===== config.mk =====
export PLATFORM = sky130hd
export DESIGN_NAME = dfp_round_pipe
export DESIGN_NICKNAME = d
export VERILOG_FILES = /design/src/rtl/dfp_round_pipe_pkg.sv /design/src/rtl/dfp_round_pipe_bcd_inc.sv /design/src/rtl/dfp_round_pipe.sv
export SDC_FILE = /design/constraint.sdc
export NUM_CORES = 1
export LEC_CHECK = 0
export ABC_AREA = 1
export BUFFER_PORTS_ARGS = -buffer_cell sky130_fd_sc_hd__buf_2
export CORE_MARGIN = 10
export CORE_UTILIZATION = 45
export CTS_BUF_LIST = sky130_fd_sc_hd__clkbuf_8
export CTS_CLUSTER_SIZE = 20
export DETAILED_ROUTE_END_ITERATION = 16
export PLACE_DENSITY_LB_ADDON = 0.1
export SLEW_MARGIN = 25
export SYNTH_ARGS = -nofsm -noshare
export SYNTH_HDL_FRONTEND = slang
export SYNTH_SLANG_ARGS = --single-unit

===== constraint.sdc =====
create_clock -name clk -period 5.2 [get_ports clk]
set_input_delay 0 -clock clk [delete_from_list [all_inputs] [get_ports clk]]
set_output_delay 0 -clock clk [all_outputs]
set_load 0.1 [all_outputs]

===== src/rtl/dfp_round_pipe_pkg.sv =====
// Shared types for the decimal-FP rounding pipeline: rounding-mode enum
// and the per-mode increment decision used by stage 1.
package dfp_round_pipe_pkg;

   localparam int DFP_RM_W = 3;

   typedef enum logic [DFP_RM_W-1:0] {
      RM_CEIL      = 3'd0,
      RM_FLOOR     = 3'd1,
      RM_HALF_UP   = 3'd2,
      RM_HALF_EVEN = 3'd3,
      RM_DOWN      = 3'd4,
      RM_HALF_DOWN = 3'd5,
      RM_AWAY      = 3'd6,
      RM_RSVD      = 3'd7
   } dfp_rm_t;

   function automatic logic round_inc(
      input dfp_rm_t rm,
      input logic    sign,
      input logic    l,
      input logic    tail,
      input logic    above,
      input logic    half
   );
      logic inc;
      inc = 1'b0;
      unique case (rm)
         RM_CEIL:      inc = tail & ~sign;
         RM_FLOOR:     inc = tail & sign;
         RM_HALF_UP:   inc = above | half;
         RM_HALF_EVEN: inc = above | (half & l);
         RM_DOWN:      inc = 1'b0;
         RM_HALF_DOWN: inc = above;
         RM_AWAY:      inc = tail;
         default:      inc = 1'b0;
      endcase
      return inc;
   endfunction

endpackage


===== src/rtl/dfp_round_pipe_bcd_inc.sv =====
// N-digit BCD increment by 0/1 with carry-out.
// Ports: a_i digits, inc_i addend bit, sum_o digits, cy_o carry out.
module dfp_bcd_inc #(
   parameter int N = 25
) (
   input  logic [4*N-1:0] a_i,
   input  logic           inc_i,
   output logic [4*N-1:0] sum_o,
   output logic           cy_o
);

   logic       c;
   logic [3:0] d;

   always_comb begin
      c     = inc_i;
      d     = 4'd0;
      sum_o = '0;
      for (int i = 0; i < N; i++) begin
         d = a_i[4*i +: 4];
         if (c && d == 4'd9) begin
            sum_o[4*i +: 4] = 4'd0;
         end else begin
            sum_o[4*i +: 4] = d + {3'b000, c};
            c = 1'b0;
         end
      end
      cy_o = c;
   end

endmodule


===== src/rtl/dfp_round_pipe.sv =====
// 3-stage handshaked decimal-FP rounding pipe: S1 decide, S2 BCD increment,
// S3 select/overflow. Ports: in_* beat (valid/ready), out_* result (valid/ready).
module dfp_round_pipe
   import dfp_round_pipe_pkg::*;
#(
   parameter int              N       = 25,
   parameter int              EXPW    = 12,
   parameter logic [EXPW-1:0] EXP_INF = 'hBFF,
   parameter int              TAGW    = 4
) (
   input  logic                clk,
   input  logic                rst_n,
   input  logic                in_valid,
   output logic                in_ready,
   input  logic [DFP_RM_W-1:0] in_rm,
   input  logic                in_sign,
   input  logic [EXPW-1:0]     in_exp,
   input  logic [4*(N+1)-1:0]  in_sig,
   input  logic                in_sticky,
   input  logic                in_nan,
   input  logic                in_qnan,
   input  logic                in_snan,
   input  logic                in_inf,
   input  logic [TAGW-1:0]     in_tag,
   output logic                out_valid,
   input  logic                out_ready,
   output logic                out_sign,
   output logic [EXPW-1:0]     out_exp,
   output logic [4*N-1:0]      out_sig,
   output logic                out_nan,
   output logic                out_qnan,
   output logic                out_snan,
   output logic                out_inf,
   output logic                out_inexact,
   output logic                out_ovf,
   output logic [TAGW-1:0]     out_tag
);

   typedef struct packed {
      logic            inc;
      logic            inx;
      logic            sign;
      logic [EXPW-1:0] exp;
      logic [4*N-1:0]  sig;
      logic            nan;
      logic            qnan;
      logic            snan;
      logic            inf;
      logic [TAGW-1:0] tag;
   } s1_t;

   typedef struct packed {
      logic            inx;
      logic            sign;
      logic [EXPW:0]   exp2;
      logic [4*N-1:0]  sum;
      logic            cy;
      logic            nan;
      logic            qnan;
      logic            snan;
      logic            inf;
      logic [TAGW-1:0] tag;
   } s2_t;

   typedef struct packed {
      logic            sign;
      logic [EXPW-1:0] exp;
      logic [4*N-1:0]  sig;
      logic            nan;
      logic            qnan;
      logic            snan;
      logic            inf;
      logic            inx;
      logic            ovf;
      logic [TAGW-1:0] tag;
   } s3_t;

   s1_t  s1_d, s1_q;
   s2_t  s2_d, s2_q;
   s3_t  s3_d, s3_q;
   logic v1_q, v2_q, v3_q;
   logic en1, en2, en3;

   // One enable rule: a stage may load when empty or when its successor moves.
   assign en3      = ~v3_q | out_ready;
   assign en2      = ~v2_q | en3;
   assign en1      = ~v1_q | en2;
   assign in_ready = en1;

   logic [3:0] g;
   logic       tail, above, half, spec;

   assign g     = in_sig[3:0];
   assign tail  = (g != 4'd0) | in_sticky;
   assign above = (g > 4'd5) | ((g == 4'd5) & in_sticky);
   assign half  = (g == 4'd5) & ~in_sticky;
   assign spec  = in_nan | in_qnan | in_snan | in_inf;

   always_comb begin
      s1_d      = '0;
      s1_d.sign = in_sign;
      s1_d.exp  = in_exp;
      s1_d.sig  = in_sig[4*(N+1)-1:4];
      s1_d.nan  = in_nan;
      s1_d.qnan = in_qnan;
      s1_d.snan = in_snan;
      s1_d.inf  = in_inf;
      s1_d.tag  = in_tag;
      s1_d.inc  = ~spec & round_inc(dfp_rm_t'(in_rm), in_sign,
                                    in_sig[4], tail, above, half);
      s1_d.inx  = ~spec & tail;
   end

   logic [4*N-1:0] sum;
   logic           cy;

   dfp_bcd_inc #(.N(N)) u_inc (
      .a_i   (s1_q.sig),
      .inc_i (s1_q.inc),
      .sum_o (sum),
      .cy_o  (cy)
   );

   // With inc=0 the sum equals the kept digits and exp2 equals exp,
   // so S3 needs only sum/cy/exp2.
   always_comb begin
      s2_d      = '0;
      s2_d.inx  = s1_q.inx;
      s2_d.sign = s1_q.sign;
      s2_d.exp2 = {1'b0, s1_q.exp} + {{EXPW{1'b0}}, cy};
      s2_d.sum  = sum;
      s2_d.cy   = cy;
      s2_d.nan  = s1_q.nan;
      s2_d.qnan = s1_q.qnan;
      s2_d.snan = s1_q.snan;
      s2_d.inf  = s1_q.inf;
      s2_d.tag  = s1_q.tag;
   end

   always_comb begin
      s3_d      = '0;
      s3_d.sign = s2_q.sign;
      s3_d.exp  = s2_q.exp2[EXPW-1:0];
      s3_d.sig  = s2_q.sum;
      s3_d.nan  = s2_q.nan;
      s3_d.qnan = s2_q.qnan;
      s3_d.snan = s2_q.snan;
      s3_d.inf  = s2_q.inf;
      s3_d.inx  = s2_q.inx;
      s3_d.tag  = s2_q.tag;
      if (s2_q.cy) begin
         if (s2_q.exp2 == {1'b0, EXP_INF}) begin
            s3_d.inf = 1'b1;
            s3_d.ovf = 1'b1;
            s3_d.sig = '0;
            s3_d.exp = EXP_INF;
         end else begin
            s3_d.sig = {4'h1, {(4*(N-1)){1'b0}}};
         end
      end
   end

   always_ff @(posedge clk or negedge rst_n) begin
      if (!rst_n) begin
         v1_q <= 1'b0;
         v2_q <= 1'b0;
         v3_q <= 1'b0;
         s1_q <= '0;
         s2_q <= '0;
         s3_q <= '0;
      end else begin
         if (en1) begin
            v1_q <= in_valid;
            if (in_valid) s1_q <= s1_d;
         end
         if (en2) begin
            v2_q <= v1_q;
            if (v1_q) s2_q <= s2_d;
         end
         if (en3) begin
            v3_q <= v2_q;
            if (v2_q) s3_q <= s3_d;
         end
      end
   end

   assign out_valid   = v3_q;
   assign out_sign    = s3_q.sign;
   assign out_exp     = s3_q.exp;
   assign out_sig     = s3_q.sig;
   assign out_nan     = s3_q.nan;
   assign out_qnan    = s3_q.qnan;
   assign out_snan    = s3_q.snan;
   assign out_inf     = s3_q.inf;
   assign out_inexact = s3_q.inx;
   assign out_ovf     = s3_q.ovf;
   assign out_tag     = s3_q.tag;

endmodule

Yosys cells after proc, flatten, opt, wreduce, memory -nomap -nowiden
Cells that the tools add are included.
{ "word_totals": {"rom_bits": 0, "latch_bits": 0, "ram_bits": 0, "ff_bits": 373, "n_memories": 0} }
{ "classes": {"shift": 0, "mux": 58, "add_sub_neg": 26, "n_mul": 0, "bitwise": 23, "magnitude_cmp": 1, "div": 0, "eq_ne": 32, "n_reduce_logical": 30} }
{ "op_table": {"columns": ["operator", "n"], "rows": [
  ["2-to-1 mux 112 bit", 1],
  ["adder 4 x 1 -> 4 bit", 25],
  ["== test 4 bit (second input constant)", 25],
  ["2-to-1 mux 4 bit", 25],
  ["2-to-1 mux 97 bit", 1],
  ["2-to-1 mux 1 bit", 29],
  ["logical AND 1 bit", 25],
  ["adder 12 x 1 -> 13 bit", 1],
  ["== test 13 x 12 -> 1 bit (second input constant)", 1],
  ["2-to-1 mux 12 bit", 1],
  ["OR 1 bit", 10],
  ["AND 1 bit", 7],
  ["== test 3 x 2 -> 1 bit (second input constant)", 2],
  ["== test 3 bit (second input constant)", 2],
  ["NOT 1 bit", 6],
  ["case mux 1 bit (6 select lines)", 1],
  ["AND reduction 2 bit", 3],
  ["== test 4 x 3 -> 1 bit (second input constant)", 1],
  ["greater-than comparator 4 x 3 -> 1 bit (second input constant)", 1],
  ["nonzero test 4 bit", 1],
  ["== test 3 x 1 -> 1 bit (second input constant)", 1],
  ["logical NOT 3 bit", 1]
]} }

Depth between registers and ports, before layout
{ "depth": {"word_depth": 52, "mapped_depth": 26, "mapped_depth_nobuf": 26} }

Cells and area by module
Synthesis repeated with hierarchy kept, for this count alone.
{ "hier_totals": {"cells_unflattened": 2060, "area_unflattened_um2": 17210.3} }
{ "modules_own_cells": {"columns": ["mod", "area_each_um2", "n_inst", "cells_each", "seq_area_each_um2"], "rows": [
  ["dfp_round_pipe", 14716.6, 1, 1657, 9334.0],
  ["dfp_bcd_inc", 2493.6, 1, 403, 0.0]
]} }

Worst setup path before layout
Ideal clock, no wire load.
{ "synth_timing": {"path_type": "register -> register", "startpoint": "reg s1_q[13] (netlist bit)", "endpoint": "reg s2_q[119] (netlist bit)", "synth_period_minus_slack_ps": 3835, "n_path_buf": 0, "slack_ps": 1365, "t_arrival_ps": 3701, "path_stages_with_launch": 27, "setup_time_ps": 134, "cell_sequence": "dfrtp_1 inv_1 nand2_1 nor2_2 nand4_2 nor3_4 nand4_2 nor2_4 nand4_2 nor2_4 nand4_4 nor2_4 nand4_4 nor2_4 nand4_2 inv_1 ha_1 ha_1 nand3_1 nor2_1 nand2_1 nor2_1 inv_1 nor3_1 nand3_1 nand3_1 o21ai_0"} }
{ "synth_between": {"elab_chain_cells": 50} }
{ "synth_rtl": {"columns": ["element", "line_no", "text"], "rows": [
  ["from (decl)", "dfp_round_pipe.sv:78", "s1_t s1_d, s1_q;"],
  ["from (signal assigned)", "dfp_round_pipe.sv:168", "s1_q <= '0;"],
  ["from (signal assigned)", "dfp_round_pipe.sv:174", "if (in_valid) s1_q <= s1_d;"],
  ["== test 4 bit (*)", "dfp_round_pipe_bcd_inc.sv:21", "if (c && d == 4'd9) begin"],
  ["logical AND 1 bit (*)", "dfp_round_pipe_bcd_inc.sv:21", null],
  ["2-to-1 mux 1 bit (*)", "dfp_round_pipe_bcd_inc.sv:21", null],
  ["logical AND 1 bit", "dfp_round_pipe_bcd_inc.sv:21", null],
  ["2-to-1 mux 1 bit (*)", "dfp_round_pipe_bcd_inc.sv:21", null],
  ["logical AND 1 bit", "dfp_round_pipe_bcd_inc.sv:21", null],
  ["2-to-1 mux 1 bit (*)", "dfp_round_pipe_bcd_inc.sv:21", null],
  ["logical AND 1 bit", "dfp_round_pipe_bcd_inc.sv:21", null],
  ["(+35 left out)", null, null],
  ["logical AND 1 bit", "dfp_round_pipe_bcd_inc.sv:21", null],
  ["2-to-1 mux 1 bit (*)", "dfp_round_pipe_bcd_inc.sv:21", null],
  ["logical AND 1 bit", "dfp_round_pipe_bcd_inc.sv:21", null],
  ["2-to-1 mux 1 bit (*)", "dfp_round_pipe_bcd_inc.sv:21", null],
  ["logical AND 1 bit", "dfp_round_pipe_bcd_inc.sv:21", null],
  ["2-to-1 mux 1 bit (*)", "dfp_round_pipe_bcd_inc.sv:21", null],
  ["named net cy", "dfp_round_pipe.sv:115", "logic cy;"],
  ["adder 12 x 1 -> 13 bit (*)", "dfp_round_pipe.sv:130", "s2_d.exp2 = {1'b0, s1_q.exp} + {{EXPW{1'b0}}, cy};"],
  ["to (signal assigned)", "dfp_round_pipe.sv:169", "s2_q <= '0;"],
  ["to (signal assigned)", "dfp_round_pipe.sv:178", "if (v1_q) s2_q <= s2_d;"],
  ["to (decl)", "dfp_round_pipe.sv:79", "s2_t s2_d, s2_q;"]
]} }
The timed path passes the listed nets; every way through them passes the cells marked *.
A chain may end at the register's enable or synchronous reset.

Worst setup path in the final report
{ "layout_timing": {"startpoint": "reg s1_q[9] (netlist bit)", "endpoint": "reg s2_q[119] (netlist bit)"} }
{ "layout_between": {"elab_chain_cells": 52} }
{ "layout_rtl": {"columns": ["element", "line_no"], "rows": [
  ["== test 4 bit (*)", "dfp_round_pipe_bcd_inc.sv:21"],
  ["logical AND 1 bit (*)", "dfp_round_pipe_bcd_inc.sv:21"],
  ["2-to-1 mux 1 bit (*)", "dfp_round_pipe_bcd_inc.sv:21"],
  ["logical AND 1 bit", "dfp_round_pipe_bcd_inc.sv:21"],
  ["2-to-1 mux 1 bit (*)", "dfp_round_pipe_bcd_inc.sv:21"],
  ["logical AND 1 bit", "dfp_round_pipe_bcd_inc.sv:21"],
  ["2-to-1 mux 1 bit (*)", "dfp_round_pipe_bcd_inc.sv:21"],
  ["logical AND 1 bit", "dfp_round_pipe_bcd_inc.sv:21"],
  ["(+37 left out)", null],
  ["logical AND 1 bit", "dfp_round_pipe_bcd_inc.sv:21"],
  ["2-to-1 mux 1 bit (*)", "dfp_round_pipe_bcd_inc.sv:21"],
  ["logical AND 1 bit", "dfp_round_pipe_bcd_inc.sv:21"],
  ["2-to-1 mux 1 bit (*)", "dfp_round_pipe_bcd_inc.sv:21"],
  ["logical AND 1 bit", "dfp_round_pipe_bcd_inc.sv:21"],
  ["2-to-1 mux 1 bit (*)", "dfp_round_pipe_bcd_inc.sv:21"],
  ["named net cy", "dfp_round_pipe.sv:115"],
  ["adder 12 x 1 -> 13 bit (*)", "dfp_round_pipe.sv:130"]
]} }
Marked as above.

==> impl_metrics.env <==
export IMPL_outcome="completed"
export IMPL_rrSetupSlack_ps=630
export IMPL_grt_pass1_wl_um=73300
export IMPL_numCtsBuffers=67
export IMPL_avgSynthCellArea_um2=8.95
export IMPL_ys_flop_type="dfrtp_1"
export IMPL_end_kind="flop"
export IMPL_ir_drop_mv=0.393
export IMPL_port_buffers=257
export IMPL_dpl_hpwl_um=29400
export IMPL_gp_congestion=0.839
export IMPL_finalSetupTns_ps=0
export IMPL_hold_viol=0
export IMPL_cp_max_fo=6
export IMPL_synth_fp_nets=2012
export IMPL_antenna_found_initial=0
export IMPL_start_util_pct=45.7
export IMPL_drv_slew=0
export IMPL_routed_wl_um=44200
export IMPL_pin_count=258
export IMPL_p_leak_nw=10.8
export IMPL_dieArea_um2=44300
export IMPL_root_buffer="clkbuf_8"
export IMPL_synthTopCellsByCount="717 x nand2_1, 373 x dfrtp_1, 226 x o21ai_0, 103 x inv_1, 81 x clkbuf_1"
export IMPL_rsz0062_at_grt="no"
export IMPL_fmax_ghz=0.219
export IMPL_fp_dieW_um=211
export IMPL_core_um2=35700
export IMPL_synthesis_area_um2=16300
export IMPL_clkSlewWorstSetupHoldPaths_ps=70
export IMPL_final_core_util_pct=58.1
export IMPL_ys_warn_count=0
export IMPL_drc_errors=0
export IMPL_wl_per_cell_um=16.2
export IMPL_worstPathRequired_ps=5670
export IMPL_critical_path_class="reg -> reg"
export IMPL_row_count=69
export IMPL_synthArstFlopShare_pct=100
export IMPL_period_needed_ps=4570
export IMPL_synth_most_common_cell="nand2_1"
export IMPL_tightest_slew_ps=995
export IMPL_num_vias=13300
export IMPL_yosysUniqueCellTypes=30
export IMPL_ant_nets=0
export IMPL_relSlewSlack_pct=33.0
export IMPL_clk_insertion_delay_late_ps=610
export IMPL_die_y_um=211
export IMPL_drtIter0Drc=897
export IMPL_clk_path_buf_depth=3
export IMPL_fillers=3269
export IMPL_hp_class="in -> reg"
export IMPL_cts_sinks=373
export IMPL_skew_ps=25.6
export IMPL_synth_area_top_cells="dfrtp_1 57%, nand2_1 16%, o21ai_0 6.9%"
export IMPL_cts_tree="yes"
export IMPL_fin_crit_sh_pct=87.9
export IMPL_start_kind="flop"
export IMPL_synth_top_cell_area_share_pct=57.1
export IMPL_dr_pass1_iters=7
export IMPL_num_antenna_cells=0
export IMPL_nNetsFinal=2405
export IMPL_setup_viol=0
export IMPL_htree_levels=3
export IMPL_first_global_vias=13800
export IMPL_yosysSeqAreaShare_pct=57.1
export IMPL_grt_use_total_pct=20.3
export IMPL_overflow=0
export IMPL_grt_max_degree=163
export IMPL_cap_violations=0
export IMPL_syn2layout_area_growth_pct=27.0
export IMPL_synth_edff_count=0
export IMPL_cellPowerDensity_nw_per_um2=582
export IMPL_vias_per_cell=4.88
export IMPL_ys_ff_latch=373
export IMPL_arrival_ps=5040
export IMPL_synth_top_cell_by_area="dfrtp_1"
export IMPL_layout_drive_gt1_share_pct=18.0
export IMPL_synthCells=1827
placed cells by master, fill, tap and decap left out, types with 7 or more instances in the layout:
cell type,instances
nor4_1,7
o31ai_1,39
inv_1,128
nand3_1,61
clkbuf_8,84
dfrtp_1,373
o21ai_0,226
buf_2,256
xnor2_1,23
nor2_4,11
ha_1,52
xor2_1,26
nor2_1,50
buf_4,19
nand2_1,714
dlygate4sd3_1,134
worst paths after layout:
check / startpoint / endpoint / cells past startpoint
hold / removal: in_sig[33] / s1_q[37]$_DFFE_PN0P_ / 4
setup reg to reg: s1_q[9]$_DFFE_PN0P_ / s2_q[119]$_DFFE_PN0P_ / 26
max in group asynchronous: rst_n / out_sig[56]$_DFFE_PN0P_ / 4
setup / recovery: s1_q[9]$_DFFE_PN0P_ / s2_q[119]$_DFFE_PN0P_ / 26
hold reg to reg: out_sig[58]$_DFFE_PN0P_ / out_sig[58]$_DFFE_PN0P_ / 2
min in group asynchronous: rst_n / s1_q[116]$_DFFE_PN0P_ / 3
through the flow:
stage	power, W	hold WS, ps	cell area, um2	worst slack, ps	instances
after floorplan	0.00831	-296	16300	1370	1827
after global placement	0.00938	31.6	18000	644	2472
after detailed placement	0.00943	31.1	18000	548	2472
after CTS	0.0122	84.7	20700	517	2723
after global routing	0.0128	131	20700	13.9	2729
final	0.0121	126	20700	630	2729
power by group:
part | total [W] | leakage (nW) | internal [W] | switching (W)
combinational | 0.00508 | 5.40 | 0.000921 | 0.00416
clock | 0.00265 | 0.760 | 0.00145 | 0.00120
sequential | 0.00434 | 4.68 | 0.00379 | 0.000550
kinds of logic (layout without fill, tap and decap cells):
family | count (synthesis) | in the layout | synth area share, %
compound gates | 277 | 277 | 9.11
simple gates | 877 | 877 | 22.6
fa+ha+maj | 52 | 52 | 3.98
buf+inv | 199 | 640 | 4.57
flops | 373 | 373 | 57.1
xor+xnor | 49 | 49 | 2.63
layer usage:
metal | global-route usage [%] | vias up | wire length [um]
met3 | 4.15 | 87 | 2170
met2 | 32.8 | 322 | 20500
met4 | 7.47 | 0 | 1200
met1 | 26.5 | 6240 | 20300
li1 | - | 6673 | -
met5 | 0 | - | 0
timing repair:
item,4_1_cts,5_1_grt
hold buffers,134,0
setup buffers,0,6
resized for setup,0,1
endpoints found under the setup margin,0,2
hold endpoints to repair,207,0
registers in the layout, indices dropped and copies added, names as in the netlist, 4 cells and up:
register and flops:
out_sig 100, out_exp 12, out_tag 4, s1_q 123, s2_q 124
worst max-delay path, stage by stage, from the launching register on:
cell     delay, ps
dfrtp_1        400
inv_1           80
nand2_1         90
nor2_4         160
nand4_2        170
nor3_4         290
nand4_2        190
nor2_4         250
nand4_2        220
nor2_4         200
nand4_4        120
nor2_4         260
nand4_4        140
nor2_4         210
nand4_2        170
inv_1          110
ha_1           170
ha_1           190
nand3_1        120
nor2_2         170
nand2_1         90
nor2_1         100
inv_1           60
nor3_1         170
nand3_1        130
nand3_1         80
o21ai_0         70
cell type report:
cell class	instances	area, um2	area share (%)
Sequential cell	373	9330	45.0
Inverter	111	420	2.03
Clock inverter	33	148	0.712
Timing Repair Buffer	412	2820	13.6
Tap cell	461	577	2.78
Clock buffer	84	1160	5.57
Multi-Input combinational cell	1255	6290	30.3
Note: power is estimated with default switching activity, not from simulation.
